<file path="config.mk">
export PLATFORM = sky130hd
export DESIGN_NAME = seq_mul_ctrl_flat
export DESIGN_NICKNAME = d
export VERILOG_FILES = /design/src/rtl/seq_mul_if.sv /design/src/rtl/seq_mul_ctrl.sv /design/src/flat_wrapper.sv
export SDC_FILE = /design/constraint.sdc
export NUM_CORES = 1
export LEC_CHECK = 0
export CORE_MARGIN = 3
export CORE_UTILIZATION = 40
export CTS_BUF_LIST = sky130_fd_sc_hd__clkbuf_2
export DETAILED_ROUTE_END_ITERATION = 7
export PLACE_DENSITY = 0.74
export SLEW_MARGIN = 20
export SYNTH_ARGS = -nofsm -noshare
export SYNTH_HDL_FRONTEND = slang
export SYNTH_HIERARCHICAL = 1
export SYNTH_SLANG_ARGS = --single-unit
</file>
<file path="constraint.sdc">
create_clock -name clk -period 5.2 [get_ports clk]
set_clock_uncertainty 0.2 [all_clocks]
set_input_delay 1.56 -clock clk [delete_from_list [all_inputs] [get_ports clk]]
set_output_delay 1.56 -clock clk [all_outputs]
set_load 0.005 [all_outputs]
</file>
<file path="src/rtl/seq_mul_if.sv">
// Start/busy/done handshake and operand/product bus for seq_mul_ctrl.
interface seq_mul_if #(
    parameter int A_W = 3
);
    logic           start;
    logic [A_W-1:0] a;
    logic [3:0]     b;
    logic           busy;
    logic           done;
    logic [A_W+3:0] p;

    modport master (output start, a, b, input busy, done, p);
    modport slave  (input start, a, b, output busy, done, p);
endinterface

</file>
<file path="src/rtl/seq_mul_ctrl.sv">
// Shift-add multiplier sharing one 4-bit ripple adder, one partial product per clock.
// Optional SEQ_MUL_EARLY_TERM_EN: finish as soon as the unconsumed multiplier bits are zero.
module ripple_carry_4_bit_adder (
    input  logic [3:0] x_i,
    input  logic [3:0] y_i,
    input  logic       ci_i,
    output logic [3:0] s_o,
    output logic       co_o
);
    always_comb begin
        logic [4:0] c;
        c    = '0;
        c[0] = ci_i;
        s_o  = '0;
        for (int i = 0; i < 4; i++) begin
            s_o[i]   = x_i[i] ^ y_i[i] ^ c[i];
            c[i + 1] = (x_i[i] & y_i[i]) | (c[i] & (x_i[i] ^ y_i[i]));
        end
        co_o = c[4];
    end
endmodule

module seq_mul_ctrl #(
    parameter int A_W = 3
) (
    input  logic     clk,
    input  logic     rst,
    seq_mul_if.slave bus
);
    localparam int CW = (A_W > 1) ? $clog2(A_W) : 1;

    typedef enum logic [1:0] {IDLE, CALC, DONE} state_t;

    state_t         state_q, state_d;
    logic [3:0]     breg_q, breg_d;
    logic [3:0]     hi_q, hi_d;
    logic [A_W-1:0] lo_q, lo_d;
    logic [CW-1:0]  cnt_q, cnt_d;
    logic [A_W+3:0] p_q, p_d;

    logic [3:0]     sum;
    logic           co;
    logic [A_W+4:0] ext;
    logic [A_W+3:0] acc;
    logic [A_W+3:0] res;
    logic           last;

    ripple_carry_4_bit_adder u_add (
        .x_i  (hi_q),
        .y_i  (breg_q),
        .ci_i (1'b0),
        .s_o  (sum),
        .co_o (co)
    );

    // Carry is kept in the top bit, so the shifted window never overflows.
    always_comb begin
        ext = lo_q[0] ? {co, sum, lo_q} : {1'b0, hi_q, lo_q};
        acc = ext[A_W+4:1];
    end

`ifdef SEQ_MUL_EARLY_TERM_EN
    logic rest;
    always_comb begin
        rest = 1'b0;
        for (int j = 1; j < A_W; j++) begin
            if (j <= A_W - 1 - int'(cnt_q)) rest = rest | lo_q[j];
        end
        last = (int'(cnt_q) == A_W - 1) || !rest;
        res  = acc >> (A_W - 1 - int'(cnt_q));
    end
`else
    assign last = (int'(cnt_q) == A_W - 1);
    assign res  = acc;
`endif

    always_comb begin
        state_d = state_q;
        breg_d  = breg_q;
        hi_d    = hi_q;
        lo_d    = lo_q;
        cnt_d   = cnt_q;
        p_d     = p_q;
        unique case (state_q)
            IDLE: begin
                if (bus.start) begin
                    state_d = CALC;
                    breg_d  = bus.b;
                    hi_d    = '0;
                    lo_d    = bus.a;
                    cnt_d   = '0;
                end
            end
            CALC: begin
                {hi_d, lo_d} = acc;
                cnt_d        = cnt_q + CW'(1);
                if (last) begin
                    p_d     = res;
                    state_d = DONE;
                end
            end
            DONE:    state_d = IDLE;
            default: state_d = IDLE;
        endcase
    end

    always_ff @(posedge clk or posedge rst) begin
        if (rst) begin
            state_q <= IDLE;
            breg_q  <= '0;
            hi_q    <= '0;
            lo_q    <= '0;
            cnt_q   <= '0;
            p_q     <= '0;
        end else begin
            state_q <= state_d;
            breg_q  <= breg_d;
            hi_q    <= hi_d;
            lo_q    <= lo_d;
            cnt_q   <= cnt_d;
            p_q     <= p_d;
        end
    end

    assign bus.busy = (state_q == CALC);
    assign bus.done = (state_q == DONE);
    assign bus.p    = p_q;
endmodule
</file>
<file path="src/flat_wrapper.sv">
// flat-port wrapper written by rule: the top's interface ports become plain ports
module seq_mul_ctrl_flat 
#(
    parameter int A_W = 3
)
  (clk, rst, bus_start, bus_a, bus_b, bus_busy, bus_done, bus_p);
  seq_mul_if #(.A_W(A_W)) bus_i ();
  input  logic clk;
  input  logic rst;
  input wire logic [$bits(bus_i.start)-1:0] bus_start;
  input wire logic [$bits(bus_i.a)-1:0] bus_a;
  input wire logic [$bits(bus_i.b)-1:0] bus_b;
  output wire logic [$bits(bus_i.busy)-1:0] bus_busy;
  output wire logic [$bits(bus_i.done)-1:0] bus_done;
  output wire logic [$bits(bus_i.p)-1:0] bus_p;
  assign bus_i.start = bus_start;
  assign bus_i.a = bus_a;
  assign bus_i.b = bus_b;
  assign bus_busy = bus_i.busy;
  assign bus_done = bus_i.done;
  assign bus_p = bus_i.p;
  seq_mul_ctrl #(.A_W(A_W)) u_core (.clk(clk), .rst(rst), .bus(bus_i));
endmodule
</file>
==> out/metrics.cfg <==
[die]
ios=19
die_width_um=58.3
die_h_um=58.3
std_cell_rows=18
core_area_um2=2540
die-area_um2=3400
start_util_pct=43.0

[route]
dr.pass1.iters=4
post_drt_wl_per_cell_um=12.3
postRouteAntennaNets=0
viasPerCell=4.82
drc=0
first_iter_violations=4
routed_wl_mm=1.81
dr_total_vias=708

[timing]
period_minus_slack_ps=3540
setup_slack_ps=1660
setup-violations-final=0
rsz0062_at_grt=false
worstMarginPinSlew_ps=806
fin_hold_ws_ps=304
fin_crit_sh_pct=68.1
hold_viol=0
tns_ps=0
relSlewSlack_pct=46.2
finalMaxSlewViolations=0
max_freq_mhz=283

[worst_hold_path]
hold_class=reg -> reg

[global_route]
grt_pass1_wl_mm=3.17
grt_pass1_vias=703
use_met3_pct=4.68
grt_usage_pct=12.4
met1_usage_pct=17.0
grt_max_degree=23
overflow=0
antenna_found_initial=0
use_met2_pct=18.8
busiest_layer=met2

[cts]
worst_skew_pair.late_latency_ps=320
holdBufCountCts=0
cts_buffers=3
clock_tree.root_cell=clkbuf_2
cts_tree=done
clkTransAtPathRegs_ps=200
numClockSinks=22
cts_setup_buffers=0
ctsResizeCount=0
cts_buffer_depth=2
htreeDepth=1

[setup_path]
crit_buf_inv=2
crit_family=buffers and inverters
critical_path_class=reg -> out
worst_path_max_delay_cell=dfrtp_1
cpPeakStageDelay_ps=560
worst-path-max-fanout=9
worst_ep_arrival_time_ps=1780
start_kind=flop
cp-end-kind=primary output
cp_cell_sequence=nand2b_1 > inv_2 > clkdlybuf4s50_1
cp.required_ps=3440

[layout]
regArea_um2=551
fin_util_pct=51.3
layout.nets=133
antenna_cells=0
fillers=239
area_delta_synth_final_pct=19.5
layout-drive-gt1-share_pct=15.4
multi_input_area_um2=459

[placement]
numPortBuffers=18
place_ws_ps=2040
place_hpwl_mm=1.41
gp_congestion=0.806

[power_and_ir_drop]
vdd_ir_drop_max_mv=0.319
p_leak_nw=0.624
p_per_area_nw_per_um2=599

[synthesis]
yosysUniqueCellTypes=26
synth_nets=113
synth.yosys.seq_area_share_pct=50.3
synth_area_um2=1090
synth_warnings=6
synth_top_area_cell=dfrtp_1
syn_avg_cell_area_um2=11.2
synth_cells=98
ys_ff_latch=22
synthTopCellsByArea=dfrtp_1 50%, fa_1 7.3%, inv_1 5.1%
synth.top_cell.area_share_pct=50.3

[flow_run]
cap_violations=0

[run_status]
status=finished clean

==> power by group <==
group	switching [mW]	internal, mW	total (mW)
logic	0.192	0.200	0.393
registers	0.0714	0.252	0.324
clock network	0.0491	0.0167	0.0658
==> Yosys cell counts <==
master / count
buf_6: 1
o21ai_0: 3
nand2b_2: 1
conb_1: 1
mux2i_1: 4
o22ai_1: 5
fa_1: 4
nand2b_1: 1
ha_1: 1
nor2_4: 1
mux2_2: 4
a221oi_2: 1
mux2_4: 2
nand3b_4: 1
nor2b_1: 1
nor2_1: 3
o21ai_2: 4
nand2_1: 12
dfrtp_1: 22
a21oi_1: 3
o21ai_1: 4
buf_2: 1
inv_2: 1
o21bai_1: 1
buf_4: 1
inv_1: 15
==> cells in the final DEF, fill, tap and decap left out, drive strengths merged, types with 2 or more instances in the layout <==
cell           instances
o22ai                  5
nor2                   4
dfrtp                 22
mux2i                  4
mux2                   6
nand2b                 2
clkbuf                 3
inv                   16
clkdlybuf4s50         18
nand2                 12
a21oi                  3
o21ai                 11
fa                     4
==> path summary, 6_finish.rpt <==
| check | startpoint | endpoint | slack, ps | depth (start not counted) |
|---|---|---|---|---|
| max | u_core/state_q[0] | bus_busy | 1660 | 3 |
| min reg2reg | u_core/bus.p[6] | u_core/bus.p[6] | 300 | 2 |
| max in group asynchronous | rst | u_core/breg_q[1] | 2840 | 2 |
| min | u_core/bus.p[6] | u_core/bus.p[6] | 300 | 2 |
| max reg2reg | u_core/hi_q[0] | u_core/hi_q[2] | 2650 | 10 |
| min in group asynchronous | rst | u_core/bus.p[4] | 1460 | 2 |
==> worst reg2reg max path: cells and delay by family (launching register included) <==
kind / cells / cell delay, ps
compound gates: 1 / 140
fa+ha+maj: 4 / 1330
buf+inv: 4 / 260
flops: 1 / 460
mux: 1 / 110
==> final cells by class <==
type | count | share of cell area, %
sequential | 22 | 42.1
multi-input combinational | 57 | 35.2
timing repair buffer | 18 | 13.8
inverter | 16 | 4.60
tap | 30 | 2.87
clock buffer | 3 | 1.15
clock inverter | 1 | 0.287
==> logic make-up after synthesis <==
family                     synth area share (%)
other                                     0.343
adders and majority gates                  8.47
muxes                                      10.5
and+or+nand+nor                            9.95
AOI/OAI and AO/OA                          12.7
DFF                                        50.3
buffers and inverters                      7.66
==> per-layer routing <==
metal,share of wire [%],vias up,wire length (um)
met3,5.2,0,93
met5,0,-,0
met1,48,329,863
met4,0,0,0
li1,-,360,-
met2,47,19,849
==> state kept, by name, summed over array words and instances, names as in the netlist <==
register / count
u_core/state_q: 2
u_core/breg_q: 4
u_core/cnt_q: 2
u_core/bus.p: 7
u_core/lo_q: 3
u_core/hi_q: 4
==> stage by stage <==
stage | power, mW | instances | instance area [um^2]
final | 0.782 | 147 | 1310
after global routing | 0.865 | 147 | 1310
after CTS | 0.793 | 147 | 1310
after detailed placement | 0.726 | 143 | 1290
after global placement | 0.708 | 143 | 1290
after floorplan | 0.603 | 98 | 1090
(Power assumes the default switching activity.)
